`src/rtl/nv_nvdla_cvif_axi_wr_responder_if.sv`:
```
// nv_nvdla_cvif_axi_wr_responder_if
//   Bundles the CVIF NOC write-port handshakes (AW, W, B), the 512-bit
//   byte-masked memory write port and the wlast error pulse.
//   Modports:
//     slave  - the responder (accepts AW/W, drives B, memory port, err_wlast)
//     master - the CVIF side / environment driving AW/W and B ready
interface nv_nvdla_cvif_axi_wr_responder_if;
  logic         cvif2noc_axi_aw_awvalid;
  logic         cvif2noc_axi_aw_awready;
  logic [7:0]   cvif2noc_axi_aw_awid;
  logic [3:0]   cvif2noc_axi_aw_awlen;
  logic [63:0]  cvif2noc_axi_aw_awaddr;
  logic         cvif2noc_axi_w_wvalid;
  logic         cvif2noc_axi_w_wready;
  logic [511:0] cvif2noc_axi_w_wdata;
  logic [63:0]  cvif2noc_axi_w_wstrb;
  logic         cvif2noc_axi_w_wlast;
  logic         noc2cvif_axi_b_bvalid;
  logic         noc2cvif_axi_b_bready;
  logic [7:0]   noc2cvif_axi_b_bid;
  logic         mem_wr_en;
  logic [63:0]  mem_wr_addr;
  logic [511:0] mem_wr_data;
  logic [63:0]  mem_wr_strb;
  logic         err_wlast;

  modport slave (
    input  cvif2noc_axi_aw_awvalid, cvif2noc_axi_aw_awid, cvif2noc_axi_aw_awlen,
           cvif2noc_axi_aw_awaddr, cvif2noc_axi_w_wvalid, cvif2noc_axi_w_wdata,
           cvif2noc_axi_w_wstrb, cvif2noc_axi_w_wlast, noc2cvif_axi_b_bready,
    output cvif2noc_axi_aw_awready, cvif2noc_axi_w_wready, noc2cvif_axi_b_bvalid,
           noc2cvif_axi_b_bid, mem_wr_en, mem_wr_addr, mem_wr_data, mem_wr_strb,
           err_wlast
  );

  modport master (
    output cvif2noc_axi_aw_awvalid, cvif2noc_axi_aw_awid, cvif2noc_axi_aw_awlen,
           cvif2noc_axi_aw_awaddr, cvif2noc_axi_w_wvalid, cvif2noc_axi_w_wdata,
           cvif2noc_axi_w_wstrb, cvif2noc_axi_w_wlast, noc2cvif_axi_b_bready,
    input  cvif2noc_axi_aw_awready, cvif2noc_axi_w_wready, noc2cvif_axi_b_bvalid,
           noc2cvif_axi_b_bid, mem_wr_en, mem_wr_addr, mem_wr_data, mem_wr_strb,
           err_wlast
  );
endinterface

```
`src/rtl/nv_nvdla_cvif_axi_wr_responder.sv`:
```
// nv_nvdla_cvif_axi_wr_responder
//   AXI write-slave endpoint for the CVIF NOC write port. Queues AW commands,
//   turns each W beat into a registered 512-bit byte-masked memory write and
//   returns one in-order B response (carrying awid) per completed burst.
//   Ports:
//     nvdla_core_clk   core clock
//     nvdla_core_rstn  async active-low reset
//     bus              slave modport of nv_nvdla_cvif_axi_wr_responder_if
//     stat_burst_cnt   B handshakes seen   (only with CVIF_WR_RSP_STATS_EN)
//     stat_beat_cnt    W handshakes seen   (only with CVIF_WR_RSP_STATS_EN)
//   Optional feature macro: CVIF_WR_RSP_STATS_EN
module nv_nvdla_cvif_axi_wr_responder #(
  parameter int AW_DEPTH = 4,
  parameter int B_DEPTH  = 8
) (
  input  logic nvdla_core_clk,
  input  logic nvdla_core_rstn,
  nv_nvdla_cvif_axi_wr_responder_if.slave bus
`ifdef CVIF_WR_RSP_STATS_EN
  ,
  output logic [31:0] stat_burst_cnt,
  output logic [31:0] stat_beat_cnt
`endif
);

  localparam int AW_PW = $clog2(AW_DEPTH);
  localparam int AW_CW = AW_PW + 1;
  localparam int B_PW  = $clog2(B_DEPTH);
  localparam int B_CW  = B_PW + 1;
  localparam logic [AW_CW-1:0] LP_AW_FULL = AW_CW'(AW_DEPTH);
  localparam logic [AW_CW-1:0] LP_AW_ONE  = AW_CW'(1);
  localparam logic [B_CW-1:0]  LP_B_FULL  = B_CW'(B_DEPTH);
  localparam logic [B_CW-1:0]  LP_B_ONE   = B_CW'(1);

  logic [7:0]       r_aw_id   [AW_DEPTH];
  logic [3:0]       r_aw_len  [AW_DEPTH];
  logic [63:0]      r_aw_addr [AW_DEPTH];
  logic [AW_PW-1:0] r_aw_wp, r_aw_rp;
  logic [AW_CW-1:0] r_aw_cnt;
  logic [7:0]       r_b_id [B_DEPTH];
  logic [B_PW-1:0]  r_b_wp, r_b_rp;
  logic [B_CW-1:0]  r_b_cnt;
  logic [3:0]       r_beat_cnt;
  logic             r_rdy_en;
  logic             r_mem_wr_en;
  logic [63:0]      r_mem_wr_addr;
  logic [511:0]     r_mem_wr_data;
  logic [63:0]      r_mem_wr_strb;
  logic             r_err_wlast;

  logic        w_awready, w_aw_push, w_aw_head_vld, w_wready, w_w_hs;
  logic        w_last_beat, w_aw_pop, w_bvalid, w_b_pop;
  logic [3:0]  w_head_len;
  logic [63:0] w_head_addr, w_beat_addr;

  // r_rdy_en keeps awready low while reset is asserted so every output is 0.
  assign w_awready     = r_rdy_en & (r_aw_cnt != LP_AW_FULL);
  assign w_aw_push     = bus.cvif2noc_axi_aw_awvalid & w_awready;
  assign w_aw_head_vld = (r_aw_cnt != '0);
  assign w_wready      = w_aw_head_vld & (r_b_cnt < LP_B_FULL);
  assign w_w_hs        = bus.cvif2noc_axi_w_wvalid & w_wready;
  assign w_head_len    = r_aw_len[r_aw_rp];
  assign w_head_addr   = r_aw_addr[r_aw_rp];
  assign w_last_beat   = (r_beat_cnt == w_head_len);
  assign w_aw_pop      = w_w_hs & w_last_beat;
  assign w_bvalid      = (r_b_cnt != '0);
  assign w_b_pop       = w_bvalid & bus.noc2cvif_axi_b_bready;
  // Beat address: 64B-aligned burst base plus beat index * 64, wrapping mod 2^64.
  assign w_beat_addr   = (w_head_addr & ~64'h3F) + {54'b0, r_beat_cnt, 6'b0};

  assign bus.cvif2noc_axi_aw_awready = w_awready;
  assign bus.cvif2noc_axi_w_wready   = w_wready;
  assign bus.noc2cvif_axi_b_bvalid   = w_bvalid;
  assign bus.noc2cvif_axi_b_bid      = r_b_id[r_b_rp];
  assign bus.mem_wr_en               = r_mem_wr_en;
  assign bus.mem_wr_addr             = r_mem_wr_addr;
  assign bus.mem_wr_data             = r_mem_wr_data;
  assign bus.mem_wr_strb             = r_mem_wr_strb;
  assign bus.err_wlast               = r_err_wlast;

  always_ff @(posedge nvdla_core_clk or negedge nvdla_core_rstn) begin
    if (!nvdla_core_rstn) begin
      for (int i = 0; i < AW_DEPTH; i++) begin
        r_aw_id[i]   <= '0;
        r_aw_len[i]  <= '0;
        r_aw_addr[i] <= '0;
      end
      r_aw_wp  <= '0;
      r_aw_rp  <= '0;
      r_aw_cnt <= '0;
      r_rdy_en <= 1'b0;
    end else begin
      r_rdy_en <= 1'b1;
      if (w_aw_push) begin
        r_aw_id[r_aw_wp]   <= bus.cvif2noc_axi_aw_awid;
        r_aw_len[r_aw_wp]  <= bus.cvif2noc_axi_aw_awlen;
        r_aw_addr[r_aw_wp] <= bus.cvif2noc_axi_aw_awaddr;
        r_aw_wp            <= r_aw_wp + 1'b1;
      end
      if (w_aw_pop) r_aw_rp <= r_aw_rp + 1'b1;
      case ({w_aw_push, w_aw_pop})
        2'b10:   r_aw_cnt <= r_aw_cnt + LP_AW_ONE;
        2'b01:   r_aw_cnt <= r_aw_cnt - LP_AW_ONE;
        default: r_aw_cnt <= r_aw_cnt;
      endcase
    end
  end

  always_ff @(posedge nvdla_core_clk or negedge nvdla_core_rstn) begin
    if (!nvdla_core_rstn) begin
      r_beat_cnt    <= '0;
      r_mem_wr_en   <= 1'b0;
      r_mem_wr_addr <= '0;
      r_mem_wr_data <= '0;
      r_mem_wr_strb <= '0;
      r_err_wlast   <= 1'b0;
    end else begin
      r_mem_wr_en <= w_w_hs;
      r_err_wlast <= w_w_hs & (bus.cvif2noc_axi_w_wlast != w_last_beat);
      if (w_w_hs) begin
        r_mem_wr_addr <= w_beat_addr;
        r_mem_wr_data <= bus.cvif2noc_axi_w_wdata;
        r_mem_wr_strb <= bus.cvif2noc_axi_w_wstrb;
        r_beat_cnt    <= w_last_beat ? 4'd0 : r_beat_cnt + 4'd1;
      end
    end
  end

  // The B push is the AW pop: the completing burst's awid enters the queue.
  always_ff @(posedge nvdla_core_clk or negedge nvdla_core_rstn) begin
    if (!nvdla_core_rstn) begin
      for (int i = 0; i < B_DEPTH; i++) r_b_id[i] <= '0;
      r_b_wp  <= '0;
      r_b_rp  <= '0;
      r_b_cnt <= '0;
    end else begin
      if (w_aw_pop) begin
        r_b_id[r_b_wp] <= r_aw_id[r_aw_rp];
        r_b_wp         <= r_b_wp + 1'b1;
      end
      if (w_b_pop) r_b_rp <= r_b_rp + 1'b1;
      case ({w_aw_pop, w_b_pop})
        2'b10:   r_b_cnt <= r_b_cnt + LP_B_ONE;
        2'b01:   r_b_cnt <= r_b_cnt - LP_B_ONE;
        default: r_b_cnt <= r_b_cnt;
      endcase
    end
  end

`ifdef CVIF_WR_RSP_STATS_EN
  always_ff @(posedge nvdla_core_clk or negedge nvdla_core_rstn) begin
    if (!nvdla_core_rstn) begin
      stat_burst_cnt <= '0;
      stat_beat_cnt  <= '0;
    end else begin
      if (w_b_pop) stat_burst_cnt <= stat_burst_cnt + 32'd1;
      if (w_w_hs)  stat_beat_cnt  <= stat_beat_cnt + 32'd1;
    end
  end
`endif

endmodule
```
`src/flat_wrapper.sv`:
```
// flat-port wrapper written by rule: the top's interface ports become plain ports
module nv_nvdla_cvif_axi_wr_responder_flat 
#(
  parameter int AW_DEPTH = 4,
  parameter int B_DEPTH  = 8
)
  (nvdla_core_clk, nvdla_core_rstn, bus_cvif2noc_axi_aw_awvalid, bus_cvif2noc_axi_aw_awid, bus_cvif2noc_axi_aw_awlen, bus_cvif2noc_axi_aw_awaddr, bus_cvif2noc_axi_w_wvalid, bus_cvif2noc_axi_w_wdata, bus_cvif2noc_axi_w_wstrb, bus_cvif2noc_axi_w_wlast, bus_noc2cvif_axi_b_bready, bus_cvif2noc_axi_aw_awready, bus_cvif2noc_axi_w_wready, bus_noc2cvif_axi_b_bvalid, bus_noc2cvif_axi_b_bid, bus_mem_wr_en, bus_mem_wr_addr, bus_mem_wr_data, bus_mem_wr_strb, bus_err_wlast);
  nv_nvdla_cvif_axi_wr_responder_if bus_i ();
  input  logic nvdla_core_clk;
  input  logic nvdla_core_rstn;
  input wire logic [$bits(bus_i.cvif2noc_axi_aw_awvalid)-1:0] bus_cvif2noc_axi_aw_awvalid;
  input wire logic [$bits(bus_i.cvif2noc_axi_aw_awid)-1:0] bus_cvif2noc_axi_aw_awid;
  input wire logic [$bits(bus_i.cvif2noc_axi_aw_awlen)-1:0] bus_cvif2noc_axi_aw_awlen;
  input wire logic [$bits(bus_i.cvif2noc_axi_aw_awaddr)-1:0] bus_cvif2noc_axi_aw_awaddr;
  input wire logic [$bits(bus_i.cvif2noc_axi_w_wvalid)-1:0] bus_cvif2noc_axi_w_wvalid;
  input wire logic [$bits(bus_i.cvif2noc_axi_w_wdata)-1:0] bus_cvif2noc_axi_w_wdata;
  input wire logic [$bits(bus_i.cvif2noc_axi_w_wstrb)-1:0] bus_cvif2noc_axi_w_wstrb;
  input wire logic [$bits(bus_i.cvif2noc_axi_w_wlast)-1:0] bus_cvif2noc_axi_w_wlast;
  input wire logic [$bits(bus_i.noc2cvif_axi_b_bready)-1:0] bus_noc2cvif_axi_b_bready;
  output wire logic [$bits(bus_i.cvif2noc_axi_aw_awready)-1:0] bus_cvif2noc_axi_aw_awready;
  output wire logic [$bits(bus_i.cvif2noc_axi_w_wready)-1:0] bus_cvif2noc_axi_w_wready;
  output wire logic [$bits(bus_i.noc2cvif_axi_b_bvalid)-1:0] bus_noc2cvif_axi_b_bvalid;
  output wire logic [$bits(bus_i.noc2cvif_axi_b_bid)-1:0] bus_noc2cvif_axi_b_bid;
  output wire logic [$bits(bus_i.mem_wr_en)-1:0] bus_mem_wr_en;
  output wire logic [$bits(bus_i.mem_wr_addr)-1:0] bus_mem_wr_addr;
  output wire logic [$bits(bus_i.mem_wr_data)-1:0] bus_mem_wr_data;
  output wire logic [$bits(bus_i.mem_wr_strb)-1:0] bus_mem_wr_strb;
  output wire logic [$bits(bus_i.err_wlast)-1:0] bus_err_wlast;
  assign bus_i.cvif2noc_axi_aw_awvalid = bus_cvif2noc_axi_aw_awvalid;
  assign bus_i.cvif2noc_axi_aw_awid = bus_cvif2noc_axi_aw_awid;
  assign bus_i.cvif2noc_axi_aw_awlen = bus_cvif2noc_axi_aw_awlen;
  assign bus_i.cvif2noc_axi_aw_awaddr = bus_cvif2noc_axi_aw_awaddr;
  assign bus_i.cvif2noc_axi_w_wvalid = bus_cvif2noc_axi_w_wvalid;
  assign bus_i.cvif2noc_axi_w_wdata = bus_cvif2noc_axi_w_wdata;
  assign bus_i.cvif2noc_axi_w_wstrb = bus_cvif2noc_axi_w_wstrb;
  assign bus_i.cvif2noc_axi_w_wlast = bus_cvif2noc_axi_w_wlast;
  assign bus_i.noc2cvif_axi_b_bready = bus_noc2cvif_axi_b_bready;
  assign bus_cvif2noc_axi_aw_awready = bus_i.cvif2noc_axi_aw_awready;
  assign bus_cvif2noc_axi_w_wready = bus_i.cvif2noc_axi_w_wready;
  assign bus_noc2cvif_axi_b_bvalid = bus_i.noc2cvif_axi_b_bvalid;
  assign bus_noc2cvif_axi_b_bid = bus_i.noc2cvif_axi_b_bid;
  assign bus_mem_wr_en = bus_i.mem_wr_en;
  assign bus_mem_wr_addr = bus_i.mem_wr_addr;
  assign bus_mem_wr_data = bus_i.mem_wr_data;
  assign bus_mem_wr_strb = bus_i.mem_wr_strb;
  assign bus_err_wlast = bus_i.err_wlast;
  nv_nvdla_cvif_axi_wr_responder #(.AW_DEPTH(AW_DEPTH), .B_DEPTH(B_DEPTH)) u_core (.nvdla_core_clk(nvdla_core_clk), .nvdla_core_rstn(nvdla_core_rstn), .bus(bus_i));
endmodule
```
`config.mk`:
```
export PLATFORM = sky130hd
export DESIGN_NAME = nv_nvdla_cvif_axi_wr_responder_flat
export DESIGN_NICKNAME = d
export VERILOG_FILES = /design/src/rtl/nv_nvdla_cvif_axi_wr_responder_if.sv /design/src/rtl/nv_nvdla_cvif_axi_wr_responder.sv /design/src/flat_wrapper.sv
export SDC_FILE = /design/constraint.sdc
export NUM_CORES = 2
export LEC_CHECK = 0
export ABC_AREA = 1
export CAP_MARGIN = 20
export CORE_AREA = 2 2 505 507
export DETAILED_ROUTE_END_ITERATION = 16
export DIE_AREA = 0 0 507 509
export PLACE_DENSITY_LB_ADDON = 0.25
export SYNTH_ARGS = -nofsm -noshare
export SYNTH_HDL_FRONTEND = slang
export SYNTH_SLANG_ARGS = --single-unit
export TNS_END_PERCENT = 50
```
`constraint.sdc`:
```
create_clock -name nvdla_core_clk -period 9.9 [get_ports nvdla_core_clk]
set_input_delay 1.485 -clock nvdla_core_clk [delete_from_list [all_inputs] [get_ports nvdla_core_clk]]
set_output_delay 1.485 -clock nvdla_core_clk [all_outputs]
set_load 0.005 [all_outputs]
```
After elaboration in Yosys (flattened, before gate mapping):

Index checks and enable logic that the tools add are counted.

* reductions and logical operators: 6
* $lt $le $gt $ge: 7
* muxes and demuxes: 27
* add/sub/neg operators: 10
* eq/ne operators: 7
* bitwise logic cells: 11

Operators with widths (count)
* 256-bit bitwise mux: 1
* 64-bit two-way mux: 3
* 64-bit binary-select mux with 2-bit select: 1
* 64-bit demux with 2-bit select: 1
* 64-bit by 10-bit adder with 64-bit output: 1
* 64-bit bitwise mux: 1
* 8-bit two-way mux: 6
* 32-bit bitwise mux: 1
* 8-bit binary-select mux with 3-bit select: 1
* 8-bit demux with 3-bit select: 1
* 8-bit binary-select mux with 2-bit select: 1
* 16-bit bitwise mux: 1
* 8-bit demux with 2-bit select: 1
* 4-bit two-way mux: 4
* 3-bit by 1-bit adder with 3-bit output (second input constant): 3
* 4-bit by 1-bit adder with 4-bit output (second input constant): 2
* 4-bit binary-select mux with 2-bit select: 1
* 4-bit demux with 2-bit select: 1
* 4-bit greater-or-equal comparator (second input constant): 2
* 3-bit NOT with 4-bit output: 2
* 4-bit one-hot mux with 2 select lines: 1
* 1-bit AND: 7
* 3-bit greater-or-equal comparator (second input constant): 2
* 2-bit NOT with 3-bit output: 2
* other kinds (16): 21

* logic and storage cells: 101
* input port bits: 658
* register bits after elaboration: 1032
* output and inout bits: 653

Logic depth before layout (Yosys ltp):

* depth in word-level cells: 8
* mapped depth: 23
* mapped depth without buffers: 18

Worst setup path after synthesis:

Ideal clock, no wire load.

* path type: reg-to-reg
* start: reg u_core.r_aw_rp[0]
* end: reg u_core.r_mem_wr_addr[34], in the netlist u_core.bus.mem_wr_addr[34]
* data required time: 9.824 ns
* arrival: 3.132 ns
* cell stages (with the launch flop): 23
* library setup time: 0.076 ns
* period minus slack after synthesis: 3.208 ns
* buffers on the path: 6
* slack: 6.692 ns
* cell sequence: dfrtp_1 > buf_6 > buf_8 > buf_4 > buf_4 > buf_2 > buf_2 > o21ai_0 > o22ai_1 > ha_1 > inv_1 > fa_1 > inv_1 > nand3_1 > nand2_1 > nand2_1 > nor2_1 > nand3_1 > nor2_4 > nand2_1 > nand2_1 > nand2_1 > o21ai_1

* word-level cells in the longest chain between the ends: 5

RTL lines
* start, declared: RTL line nv_nvdla_cvif_axi_wr_responder.sv:38 `logic [AW_PW-1:0] r_aw_wp, r_aw_rp;`
* start signal, assigned: RTL line nv_nvdla_cvif_axi_wr_responder.sv:100 `if (w_aw_pop) r_aw_rp <= r_aw_rp + 1'b1;`
* 2-bit NOT with 3-bit output (not written as such): RTL line nv_nvdla_cvif_axi_wr_responder.sv:63 `assign w_head_addr = r_aw_addr[r_aw_rp];`
* 64-bit binary-select mux with 2-bit select: RTL line nv_nvdla_cvif_axi_wr_responder.sv:63
* 64-bit two-way mux (not written as such) (2 in a row): RTL line nv_nvdla_cvif_axi_wr_responder.sv:63
* 64-bit by 10-bit adder with 64-bit output: RTL line nv_nvdla_cvif_axi_wr_responder.sv:69 `assign w_beat_addr = (w_head_addr & ~64'h3F) + {54'b0, r_beat_cnt, 6'b0};`
* end signal, assigned: RTL line nv_nvdla_cvif_axi_wr_responder.sv:121 `r_mem_wr_addr <= w_beat_addr;`
* end, declared: RTL line nv_nvdla_cvif_axi_wr_responder.sv:46 `logic [63:0] r_mem_wr_addr;`

Every way passes these cells. The select of a mux whose other input is x is not followed.
A chain may end at the register's enable or synchronous reset.

Worst setup path in the final report:

* start: reg u_core.r_b_rp[0]
* end: out bus_noc2cvif_axi_b_bid[6]

* word-level cells in the longest chain between the ends: 4

RTL lines
* start, declared: RTL line nv_nvdla_cvif_axi_wr_responder.sv:41 `logic [B_PW-1:0] r_b_wp, r_b_rp;`
* start signal, assigned: RTL line nv_nvdla_cvif_axi_wr_responder.sv:141 `if (w_b_pop) r_b_rp <= r_b_rp + 1'b1;`
* 3-bit NOT with 4-bit output (not written as such): RTL line nv_nvdla_cvif_axi_wr_responder.sv:74 `assign bus.noc2cvif_axi_b_bid = r_b_id[r_b_rp];`
* 8-bit binary-select mux with 3-bit select: RTL line nv_nvdla_cvif_axi_wr_responder.sv:74
* 8-bit two-way mux (not written as such) (2 in a row): RTL line nv_nvdla_cvif_axi_wr_responder.sv:74
* end, declared: RTL line flat_wrapper.sv:23 `output wire logic [$bits(bus_i.noc2cvif_axi_b_bid)-1:0] bus_noc2cvif_axi_b_bid;`

Every way passes these cells. The select of a mux whose other input is x is not followed.

==> results.tsv <==
metric	value	unit
synthFlopType	dfrtp_1	
met3_usage	0.06372	
final_hold_viol_count	0	
max-slew-margin-rel	0.2625	
pwr-share-seq	0.334	
io_buffers	1298	
hpwl	193800	µm
syn_avg_cell_area	8.917	µm²
cp_max_fo	26	
end_kind	output pin	
min_period	5.365	ns
die_h	509	µm
grt_start_max_net_pins	175	
finClkSkew	0.03294	ns
cts.sinks	1002	
ios	1311	
nNetsFinal	6724	
met1_usage	0.2425	
first_pass_iters	5	
combPwrFrac	0.441	
rsz0062_at_grt	no	
crit_type	reg -> out	
antenna_found_initial	100	
wl_per_cell	26.36	µm
wirelength	251600	µm
final_common_cell	nand2_1	
max-cap-violations	0	
ys_seq_area_frac	0.5837	
die_area	258100	µm²
via_per_inst	4.006	
mostFrequentLayoutCells	nand2_1 (2493), clkdlybuf4s50_1 (1297), dfrtp_1 (1000)	
start_util	0.1700	
cts_buffer_depth	3	
fp-row-count	185	
drcViolationCount	0	
synthCells	4818	
vias	38250	
multi_input_area	16210	µm²
first_iter_violations	3221	
drive_gt1_frac	0.09392	
timing.final.crit_share	0.5419	
ys_ff_latch	1002	
first_global_vias	37420	
synth_edf_count	0	
crit_arrival	3.88	ns
fin_setup_tns	0	ns
outcome	finished, final reports clean	
clockRootBuffer	clkbuf_16	
final_antenna_net_count	0	
p_per_area	347.9	nW/µm²
post_cts.repair.setup_buffers	0	
cp-start-kind	register	
async_reset_ff_frac	1.000	
yosysUniqueCellTypes	42	
dp_slack	4.899	ns
hold_depth	2	
grt_pass1_wl	335300	µm
fillCellCount	27280	
fin_ws	4.535	ns
p_leak	0.02937	µW
clock_latency	0.78	ns
path_clk_slew	0.05	ns
gr-total-overflow	0	
htreeDepth	4	
grt.met2_usage	0.2966	
p_int	13070	µW
gp_congestion	0.9770	
rr_worst_depth	13	
hp-class	reg -> reg	
ir_worst_vdd	0.1731	mV
ctsHoldBuffers	0	
clkPwrFrac	0.225	
die_w	507	µm
switching_share	0.4119	
syn-cell-area	42960	µm²
worst_pin_slew	1.106	ns
drv_slew	0	
seqCellArea	25080	µm²
cts_tree	built	
cts_inserted_buffers	135	
crit_required	8.42	ns
setup_viol	0	
syn_to_final_growth	48.75	%
timing.fmax	0.1864	GHz
yosysWarnings	0	
p_sw	9157	µW
coreArea	252800	µm²
grt.busiest_layer	met2	
grt.total_usage	0.1880	
postCtsResizedCells	0	
## cell usage after synthesis, types with 2 or more instances
cell type	number	area (µm²)
nor2_1	162	608.1
buf_12	2	40.04
xor2_1	18	157.7
nand4_1	11	68.82
ha_1	15	187.7
clkbuf_1	123	461.7
nor3_1	5	25.02
buf_2	74	370.4
o21ai_1	28	140.1
nand2_2	15	93.84
xnor2_1	13	113.9
buf_6	17	191.4
dfrtp_1	1002	25070
inv_1	118	442.9
conb_1	2	7.510
a21oi_1	44	220.2
mux2_2	276	3108
o21ai_0	138	690.7
nand3b_1	4	30.03
a32oi_1	9	78.83
fa_1	2	40.04
buf_8	2	30.03
a31oi_1	9	56.30
buf_1	6	22.52
inv_2	3	11.26
nor2_2	22	137.6
nand2_1	2494	9361
nand3_1	159	795.8
nand2_4	2	22.52
buf_4	20	150.1
nor2_4	9	101.4
o22ai_1	4	25.02
## logic make-up after synthesis
group           after synthesis  synth area share
simple gates               2888            0.2631
flops                      1002            0.5837
buf+inv                     367           0.04028
mux                         277           0.07258
compound gates              234           0.02854
xor+xnor                     31          0.006320
fa+ha+maj                    17          0.005301
other cells                   2         0.0001748
## metrics by stage
stage          power, µW  area [µm²]    util  cells  hold WS [ns]
3_3_place_gp       17310       59360  0.2348   9278        0.4606
5_1_grt            23610       63860  0.2527   9530        0.4872
3_5_place_dp       17340       59360  0.2348   9278        0.4638
4_1_cts            22570       63840  0.2526   9520        0.4783
6_report           22230       63910  0.2528   9547        0.4747
2_1_floorplan      11250       42980       -   4823        0.4535
## critical path, stage by stage (launching register included)
cell and delay (ns):
dfrtp_1 0.97, inv_1 0.58, buf_4 0.37, a21oi_1 0.13
o21ai_0 0.11, o21ai_0 0.10, nor2_1 0.06, a31oi_1 0.22
clkdlybuf4s50_1 0.59
## worst paths after layout
check                                       startpoint                     endpoint  slack, ns
max                                   u_core.r_b_rp[0]    bus_noc2cvif_axi_b_bid[6]       4.54
min                        u_core.bus.mem_wr_data[489]  u_core.bus.mem_wr_data[489]       0.47
max reg2reg                          u_core.r_aw_rp[0]   u_core.bus.mem_wr_addr[25]       4.94
min reg2reg                u_core.bus.mem_wr_data[489]  u_core.bus.mem_wr_data[489]       0.47
max in group asynchronous              nvdla_core_rstn  u_core.bus.mem_wr_data[400]       6.85
min in group asynchronous              nvdla_core_rstn         u_core.r_aw_addr[47]       0.82
## flip-flops by register name, summed over array words and instances (netlist names)
name                    flops
u_core.bus.err_wlast        1
u_core.bus.mem_wr_addr     58
u_core.bus.mem_wr_data    512
u_core.bus.mem_wr_en        1
u_core.bus.mem_wr_strb     64
u_core.r_aw_addr          232
u_core.r_aw_cnt             3
u_core.r_aw_id             32
u_core.r_aw_len            16
u_core.r_aw_rp              2
u_core.r_aw_wp              2
u_core.r_b_cnt              4
u_core.r_b_id              64
u_core.r_b_rp               3
u_core.r_b_wp               3
u_core.r_beat_cnt           4
u_core.r_rdy_en             1
## routing by layer
layer | up-vias | part of all wire
met5 | - | 0.0010
met4 | 38 | 0.032
met3 | 376 | 0.087
met2 | 1491 | 0.46
met1 | 18740 | 0.42
li1 | 17600 | -
## final cells by class
class,instances,share of cell area
Timing Repair Buffer,1333,0.2095
Clock buffer,206,0.06240
Antenna cell,27,0.001057
Tap cell,3366,0.06590
Sequential cell,1002,0.3924
Clock inverter,36,0.007714
Multi-Input combinational cell,3454,0.2536
Inverter,123,0.007381
## power groups by stage
| stage | Clock (µW) | Combinational (µW) | Sequential, µW |
|---|---|---|---|
| finish | 5010 | 9800 | 7420 |
| CTS | 5190 | 10000 | 7390 |
| global placement | 0 | 9940 | 7370 |
| floorplan | 0 | 4230 | 7020 |
| detailed placement | 0 | 9930 | 7400 |
| global route | 5330 | 10700 | 7630 |
No activity file was read; power rests on OpenSTA's default activity.
